[src/rtl/mac_pkg.sv]
// Shared types and sizing helpers for the MAC-array vector sequencer.
package mac_pkg;

    typedef enum logic [1:0] {
        S_IDLE   = 2'd0,
        S_STREAM = 2'd1,
        S_WAIT   = 2'd2
    } state_e;

    // WAIT cycles allowed before giving up on mac_valid (timeout build only)
    localparam int TIMEOUT = 64;

    function automatic int clog2_min1(input int n);
        int r;
        r = 0;
        while ((1 << r) < n) r++;
        return (r < 1) ? 1 : r;
    endfunction

    // Accumulator width produced by the MAC array for N products of WIDTH x WIDTH
    function automatic int m_width(input int n, input int w);
        return 2 * w + n - 1;
    endfunction

endpackage

[src/rtl/mac_operand_bank.sv]
// A (N x N) and B (N) operand registers with a single write port and a
// combinational read of column k of A plus B[k].
module mac_operand_bank
    import mac_pkg::*;
#(
    parameter int N     = 5,
    parameter int WIDTH = 16,
    parameter int IDX_W = clog2_min1(N)
) (
    input  logic               clk,
    input  logic               rst_n,
    input  logic               we_i,
    input  logic               sel_i,
    input  logic [IDX_W-1:0]   row_i,
    input  logic [IDX_W-1:0]   col_i,
    input  logic [WIDTH-1:0]   data_i,
    input  logic [IDX_W-1:0]   rd_k_i,
    output logic [N*WIDTH-1:0] col_a_o,
    output logic [WIDTH-1:0]   col_b_o
);

    localparam logic [IDX_W:0] N_L = (IDX_W + 1)'(N);

    logic [WIDTH-1:0] a_q [N][N];
    logic [WIDTH-1:0] b_q [N];

    logic row_ok, col_ok;
    assign row_ok = ({1'b0, row_i} < N_L);
    assign col_ok = ({1'b0, col_i} < N_L);

    always_ff @(posedge clk or negedge rst_n) begin
        if (!rst_n) begin
            for (int i = 0; i < N; i++) begin
                b_q[i] <= '0;
                for (int j = 0; j < N; j++) a_q[i][j] <= '0;
            end
        end else if (we_i && col_ok) begin
            // B writes ignore the row index entirely
            if (sel_i) begin
                b_q[col_i] <= data_i;
            end else if (row_ok) begin
                a_q[row_i][col_i] <= data_i;
            end
        end
    end

    always_comb begin
        col_a_o = '0;
        for (int i = 0; i < N; i++) col_a_o[i*WIDTH +: WIDTH] = a_q[i][rd_k_i];
        col_b_o = b_q[rd_k_i];
    end

endmodule

[src/rtl/mac_vec_sequencer.sv]
// Streams A columns / B elements into the MAC array, then captures the N lane results.
// Optional build macro MAC_VEC_SEQ_TIMEOUT_EN adds a sticky WAIT timeout flag on err.
module mac_vec_sequencer
    import mac_pkg::*;
#(
    parameter int N       = 5,
    parameter int WIDTH   = 16,
    parameter int M_WIDTH = m_width(N, WIDTH),
    parameter int IDX_W   = clog2_min1(N)
) (
    input  logic                 clk,
    input  logic                 rst_n,
    input  logic                 wr_en,
    input  logic                 wr_sel,
    input  logic [IDX_W-1:0]     wr_row,
    input  logic [IDX_W-1:0]     wr_col,
    input  logic [WIDTH-1:0]     wr_data,
    input  logic                 start,
    output logic                 busy,
    output logic                 done,
    output logic                 mac_sof,
    output logic [N*WIDTH-1:0]   mac_A,
    output logic [WIDTH-1:0]     mac_B,
    input  logic [N*M_WIDTH-1:0] mac_C,
    input  logic [N-1:0]         mac_valid,
    output logic [N*M_WIDTH-1:0] res_data,
    output logic                 err,
    output state_e               dbg_state
);

    localparam logic [IDX_W-1:0] K_LAST = IDX_W'(N - 1);

    state_e               state_q, state_d;
    logic [IDX_W-1:0]     k_q, k_d;
    logic                 busy_q, busy_d;
    logic                 done_q, done_d;
    logic                 sof_q, sof_d;
    logic [N*WIDTH-1:0]   a_q, a_d;
    logic [WIDTH-1:0]     b_q, b_d;
    logic [N*M_WIDTH-1:0] res_q, res_d;

    logic [N*WIDTH-1:0]   col_a;
    logic [WIDTH-1:0]     col_b;

`ifdef MAC_VEC_SEQ_TIMEOUT_EN
    localparam int CNT_W = clog2_min1(TIMEOUT);
    localparam logic [CNT_W-1:0] CNT_LAST = CNT_W'(TIMEOUT - 1);
    logic [CNT_W-1:0] cnt_q, cnt_d;
    logic             err_q, err_d;
`endif

    // Operands are frozen while a frame is in flight
    mac_operand_bank #(
        .N     (N),
        .WIDTH (WIDTH),
        .IDX_W (IDX_W)
    ) u_bank (
        .clk     (clk),
        .rst_n   (rst_n),
        .we_i    (wr_en & ~busy_q),
        .sel_i   (wr_sel),
        .row_i   (wr_row),
        .col_i   (wr_col),
        .data_i  (wr_data),
        .rd_k_i  (k_q),
        .col_a_o (col_a),
        .col_b_o (col_b)
    );

    always_comb begin
        state_d = state_q;
        k_d     = k_q;
        busy_d  = busy_q;
        done_d  = 1'b0;
        sof_d   = 1'b0;
        a_d     = '0;
        b_d     = '0;
        res_d   = res_q;
`ifdef MAC_VEC_SEQ_TIMEOUT_EN
        cnt_d   = cnt_q;
        err_d   = err_q;
`endif
        case (state_q)
            S_IDLE: begin
                if (start) begin
                    state_d = S_STREAM;
                    k_d     = '0;
                    busy_d  = 1'b1;
                end
            end
            S_STREAM: begin
                sof_d = (k_q == '0);
                a_d   = col_a;
                b_d   = col_b;
                k_d   = k_q + 1'b1;
                if (k_q == K_LAST) begin
                    state_d = S_WAIT;
                    k_d     = '0;
`ifdef MAC_VEC_SEQ_TIMEOUT_EN
                    cnt_d   = '0;
`endif
                end
            end
            S_WAIT: begin
                // Only a complete set of lane valids counts as a result
                if (&mac_valid) begin
                    res_d   = mac_C;
                    done_d  = 1'b1;
                    busy_d  = 1'b0;
                    state_d = S_IDLE;
                end
`ifdef MAC_VEC_SEQ_TIMEOUT_EN
                else if (cnt_q == CNT_LAST) begin
                    err_d   = 1'b1;
                    busy_d  = 1'b0;
                    state_d = S_IDLE;
                end else begin
                    cnt_d = cnt_q + 1'b1;
                end
`endif
            end
            default: begin
                state_d = S_IDLE;
                busy_d  = 1'b0;
            end
        endcase
    end

    always_ff @(posedge clk or negedge rst_n) begin
        if (!rst_n) begin
            state_q <= S_IDLE;
            k_q     <= '0;
            busy_q  <= 1'b0;
            done_q  <= 1'b0;
            sof_q   <= 1'b0;
            a_q     <= '0;
            b_q     <= '0;
            res_q   <= '0;
        end else begin
            state_q <= state_d;
            k_q     <= k_d;
            busy_q  <= busy_d;
            done_q  <= done_d;
            sof_q   <= sof_d;
            a_q     <= a_d;
            b_q     <= b_d;
            res_q   <= res_d;
        end
    end

`ifdef MAC_VEC_SEQ_TIMEOUT_EN
    always_ff @(posedge clk or negedge rst_n) begin
        if (!rst_n) begin
            cnt_q <= '0;
            err_q <= 1'b0;
        end else begin
            cnt_q <= cnt_d;
            err_q <= err_d;
        end
    end
    assign err = err_q;
`else
    assign err = 1'b0;
`endif

    assign busy      = busy_q;
    assign done      = done_q;
    assign mac_sof   = sof_q;
    assign mac_A     = a_q;
    assign mac_B     = b_q;
    assign res_data  = res_q;
    assign dbg_state = state_q;

endmodule

[config.mk]
export PLATFORM = sky130hd
export DESIGN_NAME = mac_vec_sequencer
export DESIGN_NICKNAME = d
export VERILOG_FILES = /design/src/rtl/mac_pkg.sv /design/src/rtl/mac_operand_bank.sv /design/src/rtl/mac_vec_sequencer.sv
export SDC_FILE = /design/constraint.sdc
export NUM_CORES = 1
export LEC_CHECK = 0
export CAP_MARGIN = 0
export CORE_MARGIN = 1.5
export CORE_UTILIZATION = 63
export DETAILED_ROUTE_END_ITERATION = 16
export DONT_BUFFER_PORTS = 1
export PLACE_DENSITY = 0.86
export SETUP_SLACK_MARGIN = 0.4
export SLEW_MARGIN = 20
export SYNTH_ARGS = -nofsm -noshare
export SYNTH_HDL_FRONTEND = slang
export SYNTH_SLANG_ARGS = --single-unit
[constraint.sdc]
create_clock -name clk -period 2.7 [get_ports clk]
set_input_delay 0.27 -clock clk [delete_from_list [all_inputs] [get_ports clk]]
set_output_delay 0.27 -clock clk [all_outputs]
set_load 0.1 [all_outputs]
### After elaboration in Yosys (flattened, before gate mapping)

Index checks and enable logic that the tools add are counted.

* bits in writable memories: 0
* input port bits: 212
* word-level logic and storage cells: 111
* memories: 0
* bits in latches: 0
* register bits: 764
* ROM bits: 0

* muxes and demuxes: 39
* shift-type cells: 0
* div/mod/pow operators: 0
* magnitude comparators: 7
* bitwise gates (word level): 7
* reductions and logical operators: 13
* equal/unequal tests: 6
* multipliers: 0
* add/subtract/negate cells: 1

Operators with widths (count)
* 400-bit bitwise mux: 1
* 16-bit binary-select mux with 3-bit select: 6
* 80-bit demux with 3-bit select: 1
* 16-bit 2-to-1 mux: 14
* 80-bit 2-to-1 mux: 2
* 80-bit bitwise mux: 1
* 16-bit demux with 3-bit select: 1
* 4-bit greater-or-equal comparator (second input constant): 3
* 3-bit NOT with 4-bit output: 3
* 3-bit AND reduction: 3
* 4-bit by 1-bit less-than comparator with 1-bit output (second input constant): 2
* 3-bit less-than comparator (second input constant): 2
* 2-bit 2-to-1 mux: 3
* 3-bit 2-to-1 mux: 2
* 2-bit != test (second input constant): 3
* 2-bit one-hot mux with 3 select lines: 1
* 3-bit one-hot mux with 2 select lines: 1
* 6-bit AND reduction: 1
* 1-bit 2-to-1 mux: 5
* 5-bit AND reduction: 1
* 2-bit AND reduction: 2
* 3-bit by 1-bit adder with 3-bit output (second input constant): 1
* 3-bit == test (second input constant): 1
* 1-bit logical AND: 3
* 8 further kinds: 10

### Depth between registers and ports, before layout

Gate-level depths: netlist of run 1.

* word-level depth: 8
* depth in mapped cells: 8
* gate-level depth less buffers: 5

### By module

From an unflattened synthesis of run 1, not the netlist that was laid out.

* cells, all modules: 2161
* area total of the unflattened synthesis: 31885.6 sq um

By module, submodules not included
* mac_operand_bank: cells each 1538, area an instance 21779.6 sq um, times used 1, seq. area each 12011.5 sq um
* mac_vec_sequencer: cells each 623, area an instance 10105.9 sq um, times used 1, seq. area each 7106.8 sq um

### Worst setup path after synthesis of run 1

Ideal clock, no wire load.

* kind: reg2reg
* start: register state_q[1] (netlist: dbg_state[1])
* end: register res_q[100] (netlist: res_data[100])
* path slack: 345 ps
* stages on the path, launching flop included: 7
* buffers on the path: 3
* period minus slack after synthesis: 2355 ps
* data arrival time: 2229 ps
* required time: 2575 ps
* path through: dfrtp_1 -> nand2b_1 -> nor3_1 -> buf_2 -> clkbuf_1 -> buf_2 -> mux2_2

* word-level cells in the longest chain between the ends: 2

RTL lines
* from (decl): RTL line mac_vec_sequencer.sv:33 `state_e state_q, state_d;`
* from (signal assigned): RTL line mac_vec_sequencer.sv:140 `state_q <= state_d;`
* 2-bit == test: RTL line mac_vec_sequencer.sv:83 `case (state_q)`
* 6-bit AND reduction (no source line)
* to (signal assigned): RTL line mac_vec_sequencer.sv:147 `res_q <= res_d;`
* to (decl): RTL line mac_vec_sequencer.sv:40 `logic [N*M_WIDTH-1:0] res_q, res_d;`

No other way between the ends.
A chain may end at the register's enable or synchronous reset.

### Final worst setup path of run 1

* start: register state_q[0] (netlist: dbg_state[0])
* end: register res_q[108] (netlist: res_data[108])

The elaborated chain is that of the path after synthesis.

==> run_results.csv, run 1 <==
group,metric,value,unit
yosys,syn_nets,2053,
route,drt-initial-drc-count,1381,
hold_path,timing.hold.worst.class,"in -> async",
timing,max_freq,0.463,GHz
yosys,synth_edf_count,0,
timing,slew-limit-headroom,-71.7,%
power,static-leakage-power,18.6,nW
timing,measured_slew_at_the_worst_slew_check_pin,2.58,ns
die,ios,494,
route,ant_nets,0,
final_layout,syn_to_final_growth,18.4,%
critical_path,maximum_fanout_along_the_worst_path,92,
timing,finalWorstPathRequiredPeriod,2.16,ns
yosys,register_area_share_after_synthesis,60.9,%
timing,timing.clock.skew,0.0168,ns
route,post-route-drc-count,0,
yosys,synth_cell_types,40,
global_route,gr-usage-all-layers,32.2,%
die,die-area,0.0512,mm2
timing,grt_setup_unrepaired,"false",
power,clock_share_of_power,33.6,%
place,finalWeightedCongestion,1.07,
power,power_density,847,mW/mm2
critical_path,setup.worst_path.end_class,"register",
run,maxCapViolations,0,
yosys,ys_async_sr_fraction,100,%
critical_path,cp-start-kind,"register",
yosys,syn-mean-instance-area,17.1,um2
yosys,yosys_warnings,0,
clock_network,cts.sinks,764,
yosys,netlist.top_cell.by_area,"sky130_fd_sc_hd__dfrtp_1",
status,violations,"negative hold slack, max-slew violations",
clock_network,clock_tree.root_cell,"sky130_fd_sc_hd__clkbuf_16",
die,die_width,226,um
yosys,syn-instance-count,1839,
critical_path,worstSetupPathType,"reg -> reg",
clock_network,post-cts-setup-buffers,0,
global_route,grt_antenna_before_repair,8,
clock_network,tritoncts,"done",
yosys,ys_seq_elements,764,
clock_network,htree_levels,3,
timing,timing_hold_violations_final,764,
final_layout,finalNetCount,2295,
route,dr.pass1.iters,4,
yosys,post-synth-top-count-cell,"sky130_fd_sc_hd__dfrtp_1",
clock_network,numCtsBuffers,75,
die,initial_utilization,64.0,%
global_route,grt_pass1_wl,122000,um
route,post_drt_via_cell_ratio,6.27,
power,switching_power,10.5,mW
power,power.share.switching,33.2,%
place,dpl.hpwl,48700,um
yosys,synth_largest_type_area_fraction,60.9,%
clock_network,clk_latency,0.60,ns
timing,fin_crit_sh,80.0,%
yosys,netlist_area,0.0314,mm2
global_route,grt_max_degree,765,
clock_network,ctsLongestPathBuffers,3,
place,numPortBuffers,0,
status,outcome,"complete, but fails checks",
clock_network,clkSlewWorstSetupHoldPaths,0.07,ns
die,std_cell_rows,81,
yosys,synth.area.top_cells,"sky130_fd_sc_hd__dfrtp_1, sky130_fd_sc_hd__mux2_2, sky130_fd_sc_hd__mux4_2",
timing,worst_hold_check_slack,-0.638,ns
power,combPwrFrac,17.3,%
timing,fin_setup_tns,0,ns
die,design.core.area,0.0491,mm2
timing,drv_slew,558,
critical_path,cp_data_arrival_time,2.64,ns
global_route,grt_pass1_vias,19000,
timing,setup_slack,0.540,ns
critical_path,r2r_slack,0.54,ns
final_layout,final_layout_size_suffix_gt1_share,48.8,%
route,detail_route.wirelength,81600,um
power,power.ir.vdd_worst,0.877,mV
place,detailedPlace.worstSlack,0.588,ns
yosys,synth-main-ff-cell,"sky130_fd_sc_hd__dfrtp_1",
power,p_int,21.0,mW
timing,report.final.setup_viol,0,
die,die_h,226,um
route,wire_per_inst,29.1,um
power,seq_power_share,49.2,%
critical_path,cp.required,3.18,ns
route,routed-via-count,17600,
clock_network,cts_hold_buf,199,
global_route,grt_remaining_overflow,0,
yosys,synth.top_cells.by_count,"sky130_fd_sc_hd__dfrtp_1, sky130_fd_sc_hd__mux2_2, sky130_fd_sc_hd__a22o_1, sky130_fd_sc_hd__mux2_4, sky130_fd_sc_hd__mux4_2",
## sequential cells by signal (all words and copies together), names as in the netlist
name        flops
dbg_state       2
mac_A          80
mac_B          16
busy            1
mac_sof         1
k_q             3
done            1
u_bank.a_q    400
res_data      180
u_bank.b_q     80
## power groups by stage
stage               clock, mW  sequential (mW)  combinational [mW]
floorplan                   0             16.2                2.96
global placement            0             15.6                4.90
detailed placement          0             15.6                5.00
CTS                      10.7             15.5                5.43
global route             11.1             15.6                5.67
finish                   10.6             15.5                5.43
## kinds of logic (layout without fill, tap and decap cells)
kind of cell,count (synthesis),after routing,share of synthesized area [%]
AOI/OAI and AO/OA,106,106,2.91
adders and majority gates,2,2,0.0797
buffers and inverters,152,443,2.43
DFF,764,764,60.9
muxes,756,756,31.7
other,1,8,0.0119
and+or+nand+nor,58,58,1.96
## worst max-delay path: stages, from the launching register on
cell and delay, ns:
sky130_fd_sc_hd__dfrtp_2 0.43, sky130_fd_sc_hd__nand2b_1 0.20, sky130_fd_sc_hd__nor3_2 0.24, sky130_fd_sc_hd__buf_12 0.22
sky130_fd_sc_hd__buf_12 0.36, sky130_fd_sc_hd__mux2_2 0.44
## through the flow
step / utilization (%) / cell area [um2] / instances / power [mW] / hold slack, ns
6_report: 75.8 / 37200 / 2801 / 31.5 / -0.638
5_1_grt: 75.8 / 37200 / 2798 / 32.4 / -0.665
4_1_cts: 75.8 / 37200 / 2794 / 31.6 / -0.648
3_5_place_dp: 66.4 / 32600 / 2469 / 20.6 / -0.00578
3_3_place_gp: 66.4 / 32600 / 2469 / 20.5 / -0.00317
2_1_floorplan: - / 31400 / 1839 / 19.2 / -0.0256
## worst paths after layout
check,cells after the start,endpoint,startpoint
setup / recovery,5,res_data[108],dbg_state[0]
hold / removal,0,u_bank.b_q[40],rst_n
setup reg to reg,5,res_data[108],dbg_state[0]
hold reg to reg,1,mac_A[12],u_bank.a_q[332]
max in group asynchronous,0,k_q[1],rst_n
min in group clk,2,u_bank.b_q[31],wr_data[15]
## final cells by class
cell class                      instances  area, um2
Sequential cell                       764      19100
Fill cell                            2761      11900
Multi-Input combinational cell        923      11600
Timing Repair Buffer                  315       3160
Clock buffer                          111       2250
Tap cell                              664        831
Clock inverter                         15        229
Antenna cell                            7       17.5
Inverter                                2       7.51
## routing by layer
layer	global-route usage, %	vias to the layer above	wire [um]
li1	-	7254	-
met1	43.0	9439	32800
met2	51.0	671	39200
met3	8.79	182	6380
met4	12.0	6	3270
met5	0.489	-	45
## repair_timing
item / CTS / global route
resized for setup: 0 / 0
endpoints found under the hold margin: 1427 / 764
endpoints found under the setup margin: 0 / 0
## cell usage in the layout (no fill, tap or decap), types with 3 or more instances in the layout
cell type	n
sky130_fd_sc_hd__clkbuf_1	17
sky130_fd_sc_hd__nand3_4	11
sky130_fd_sc_hd__buf_12	27
sky130_fd_sc_hd__dfrtp_2	3
sky130_fd_sc_hd__mux4_2	96
sky130_fd_sc_hd__clkbuf_8	15
sky130_fd_sc_hd__buf_4	104
sky130_fd_sc_hd__nand2b_1	3
sky130_fd_sc_hd__nor2b_1	3
sky130_fd_sc_hd__nor2_1	5
sky130_fd_sc_hd__dfrtp_1	759
sky130_fd_sc_hd__mux2_2	560
sky130_fd_sc_hd__nand3_2	14
sky130_fd_sc_hd__a22o_1	100
sky130_fd_sc_hd__diode_2	7
sky130_fd_sc_hd__dlygate4sd3_1	183
sky130_fd_sc_hd__clkinv_2	8
sky130_fd_sc_hd__nand2_1	3
sky130_fd_sc_hd__mux2_4	100
sky130_fd_sc_hd__bufinv_16	6
sky130_fd_sc_hd__clkbuf_16	79
No activity file was read; power rests on OpenSTA's default activity.
==> inputs of run 2 (changes only) <==
==> constraint.sdc (replaced) <==
create_clock -name clk -period 2.05 [get_ports clk]
set_input_delay 0.205 -clock clk [delete_from_list [all_inputs] [get_ports clk]]
set_output_delay 0.205 -clock clk [all_outputs]
set_load 0.1 [all_outputs]
==> run_results.csv, run 2 (synthesis gave the netlist of run 1 again) <==
group,metric,value,unit
timing,fin_crit_sh,97.9,%
timing,max_freq,0.498,GHz
global_route,gr-usage-all-layers,44.0,%
final_layout,layout.cells.most_common_list,"sky130_fd_sc_hd__dfrtp_1, sky130_fd_sc_hd__mux2_2, sky130_fd_sc_hd__mux2_4, sky130_fd_sc_hd__buf_4, sky130_fd_sc_hd__dlygate4sd3_1",
place,finalWeightedCongestion,0.974,
route,detail_route.wirelength,124000,um
global_route,grt_max_degree,765,
critical_path,cp_data_arrival_time,2.51,ns
timing,worst_hold_check_slack,-0.714,ns
place,numPlacedInstances,2682,
timing,drv_slew,0,
die,die_width,226,um
critical_path,crit_startpoint,"dbg_state[0]",
die,initial_utilization,64.0,%
clock_network,tritoncts,"done",
die,die_h,226,um
status,outcome,"complete, but fails checks",
global_route,grt_pass1_vias,22500,
clock_network,clk_latency,0.63,ns
route,dr.pass1.iters,5,
timing,slew-limit-headroom,46.9,%
final_layout,finish.utilization,87.2,%
final_layout,finalNetCount,2641,
global_route,grt_antenna_before_repair,15,
timing,measured_slew_at_the_worst_slew_check_pin,0.797,ns
route,routed-via-count,22100,
route,wire_per_inst,39.3,um
die,ios,494,
status,violations,"negative hold slack",
final_layout,commonest_non_fill_non_tap_cell_in_the_layout,"sky130_fd_sc_hd__dfrtp_1",
timing,report.final.setup_viol,0,
timing,grt_setup_unrepaired,"true",
global_route,grt_pass1_wl,159000,um
timing,timing.clock.skew,0.0272,ns
place,dpl.hpwl,54300,um
critical_path,cp.required,2.56,ns
die,die-area,0.0512,mm2
final_layout,fillers,1851,
final_layout,multi_input_area,0.0126,mm2
final_layout,final_cells,3155,
final_layout,largest_register,"u_bank.a_q",
clock_network,clkSlewWorstSetupHoldPaths,0.08,ns
clock_network,clock_tree.root_cell,"sky130_fd_sc_hd__clkbuf_16",
route,post_drt_via_cell_ratio,7.00,
power,static-leakage-power,21.4,nW
final_layout,final_layout_size_suffix_gt1_share,56.3,%
final_layout,largest_register_ffs,400,
critical_path,setup.worst_path.end_class,"register",
timing,timing_hold_violations_final,228,
clock_network,cts.sinks,764,
critical_path,reg2reg_from,"dbg_state[0]",
critical_path,maximum_fanout_along_the_worst_path,8,
run,maxCapViolations,0,
critical_path,worstSetupPathType,"reg -> reg",
power,power_density,1100,mW/mm2
timing,finalWorstPathRequiredPeriod,2.01,ns
global_route,grt_remaining_overflow,0,
route,drt-initial-drc-count,2802,
route,ant_nets,0,
route,post-route-drc-count,0,
clock_network,ctsLongestPathBuffers,3,
final_layout,sequential_cell_area,0.0191,mm2
place,numPortBuffers,0,
die,design.core.area,0.0491,mm2
critical_path,cp-start-kind,"register",
final_layout,syn_to_final_growth,36.2,%
clock_network,htree_levels,3,
hold_path,timing.hold.worst.class,"in -> async",
clock_network,numCtsBuffers,77,
power,power.ir.vdd_worst,1.31,mV
die,std_cell_rows,81,
## run 2: cell count changes in the layout (fill, tap and decap cells not counted), sizes merged
| cell | delta |
|---|---|
| buf | +319 |
| clkinvlp | +1 |
| inv | +2 |
| clkbuf | +7 |
| dlygate4sd3 | +15 |
| bufinv | +2 |
| clkinv | +8 |
## run 2: timing repair
item	4_1_cts	5_1_grt
hold buffers	213	1
endpoints found under the hold margin	1429	229
gates cloned	30	10
pin swaps	13	1
endpoints found under the setup margin	720	967
buffers inserted	66	6
gates resized for setup	111	15
## run 2: power breakdown
group	switching [mW]	internal, mW	leakage, nW
clock network	6.55	8.67	1.29
registers	1.14	16.4	10.5
logic	9.08	5.09	9.60
total	16.8	30.2	21.4
## run 2: layer usage
metal  track usage [%]  share of wire, %  vias up  wire [um]
met5             0.489             0.074        -         92
met4              26.0               8.0       10       9900
met1              54.4                33    11400      41200
met3              14.2                12      632      15400
li1                  -                 -     7936          -
met2              68.1                46     2074      57400
## run 2: final timing paths
kind	to	slack, ns	cells past startpoint
max	res_data[177]	0.04	7
min	u_bank.b_q[72]	-0.71	0
max reg2reg	res_data[177]	0.04	7
min reg2reg	u_bank.a_q[18]	0.51	1
max in group asynchronous	u_bank.a_q[306]	0.73	3
min in group clk	u_bank.a_q[33]	0.07	4
## run 2: layout make-up
| type | instances | area share (%) |
|---|---|---|
| antenna | 7 | 0.0410 |
| clock buffer | 108 | 5.23 |
| clock inverter | 28 | 0.863 |
| inverter | 2 | 0.0176 |
| multi-input combinational | 923 | 29.4 |
| sequential | 764 | 44.8 |
| tap | 664 | 1.94 |
| timing repair buffer | 659 | 17.7 |
## run 2: worst max-delay path, cell delays in order (launching register included)
cell and delay, ns:
sky130_fd_sc_hd__dfrtp_4 0.49, sky130_fd_sc_hd__nand2b_4 0.17, sky130_fd_sc_hd__nor3_4 0.23, sky130_fd_sc_hd__buf_12 0.16, sky130_fd_sc_hd__buf_12 0.14, sky130_fd_sc_hd__buf_12 0.15
sky130_fd_sc_hd__buf_16 0.16, sky130_fd_sc_hd__mux2_4 0.37
## run 2: stage by stage
stage          hold slack, ns  worst slack [ns]  TNS [ns]  power, mW  instance area, um2
2_1_floorplan         -0.0906           -0.0865     -8.17       25.7               32700
3_3_place_gp          -0.0607             0.140         0       28.0               35200
3_5_place_dp          -0.0684            0.0896         0       28.2               35200
4_1_cts                -0.718             0.168         0       45.0               42300
5_1_grt                -0.725            0.0612         0       47.8               42800
6_report               -0.714            0.0439         0       47.0               42800
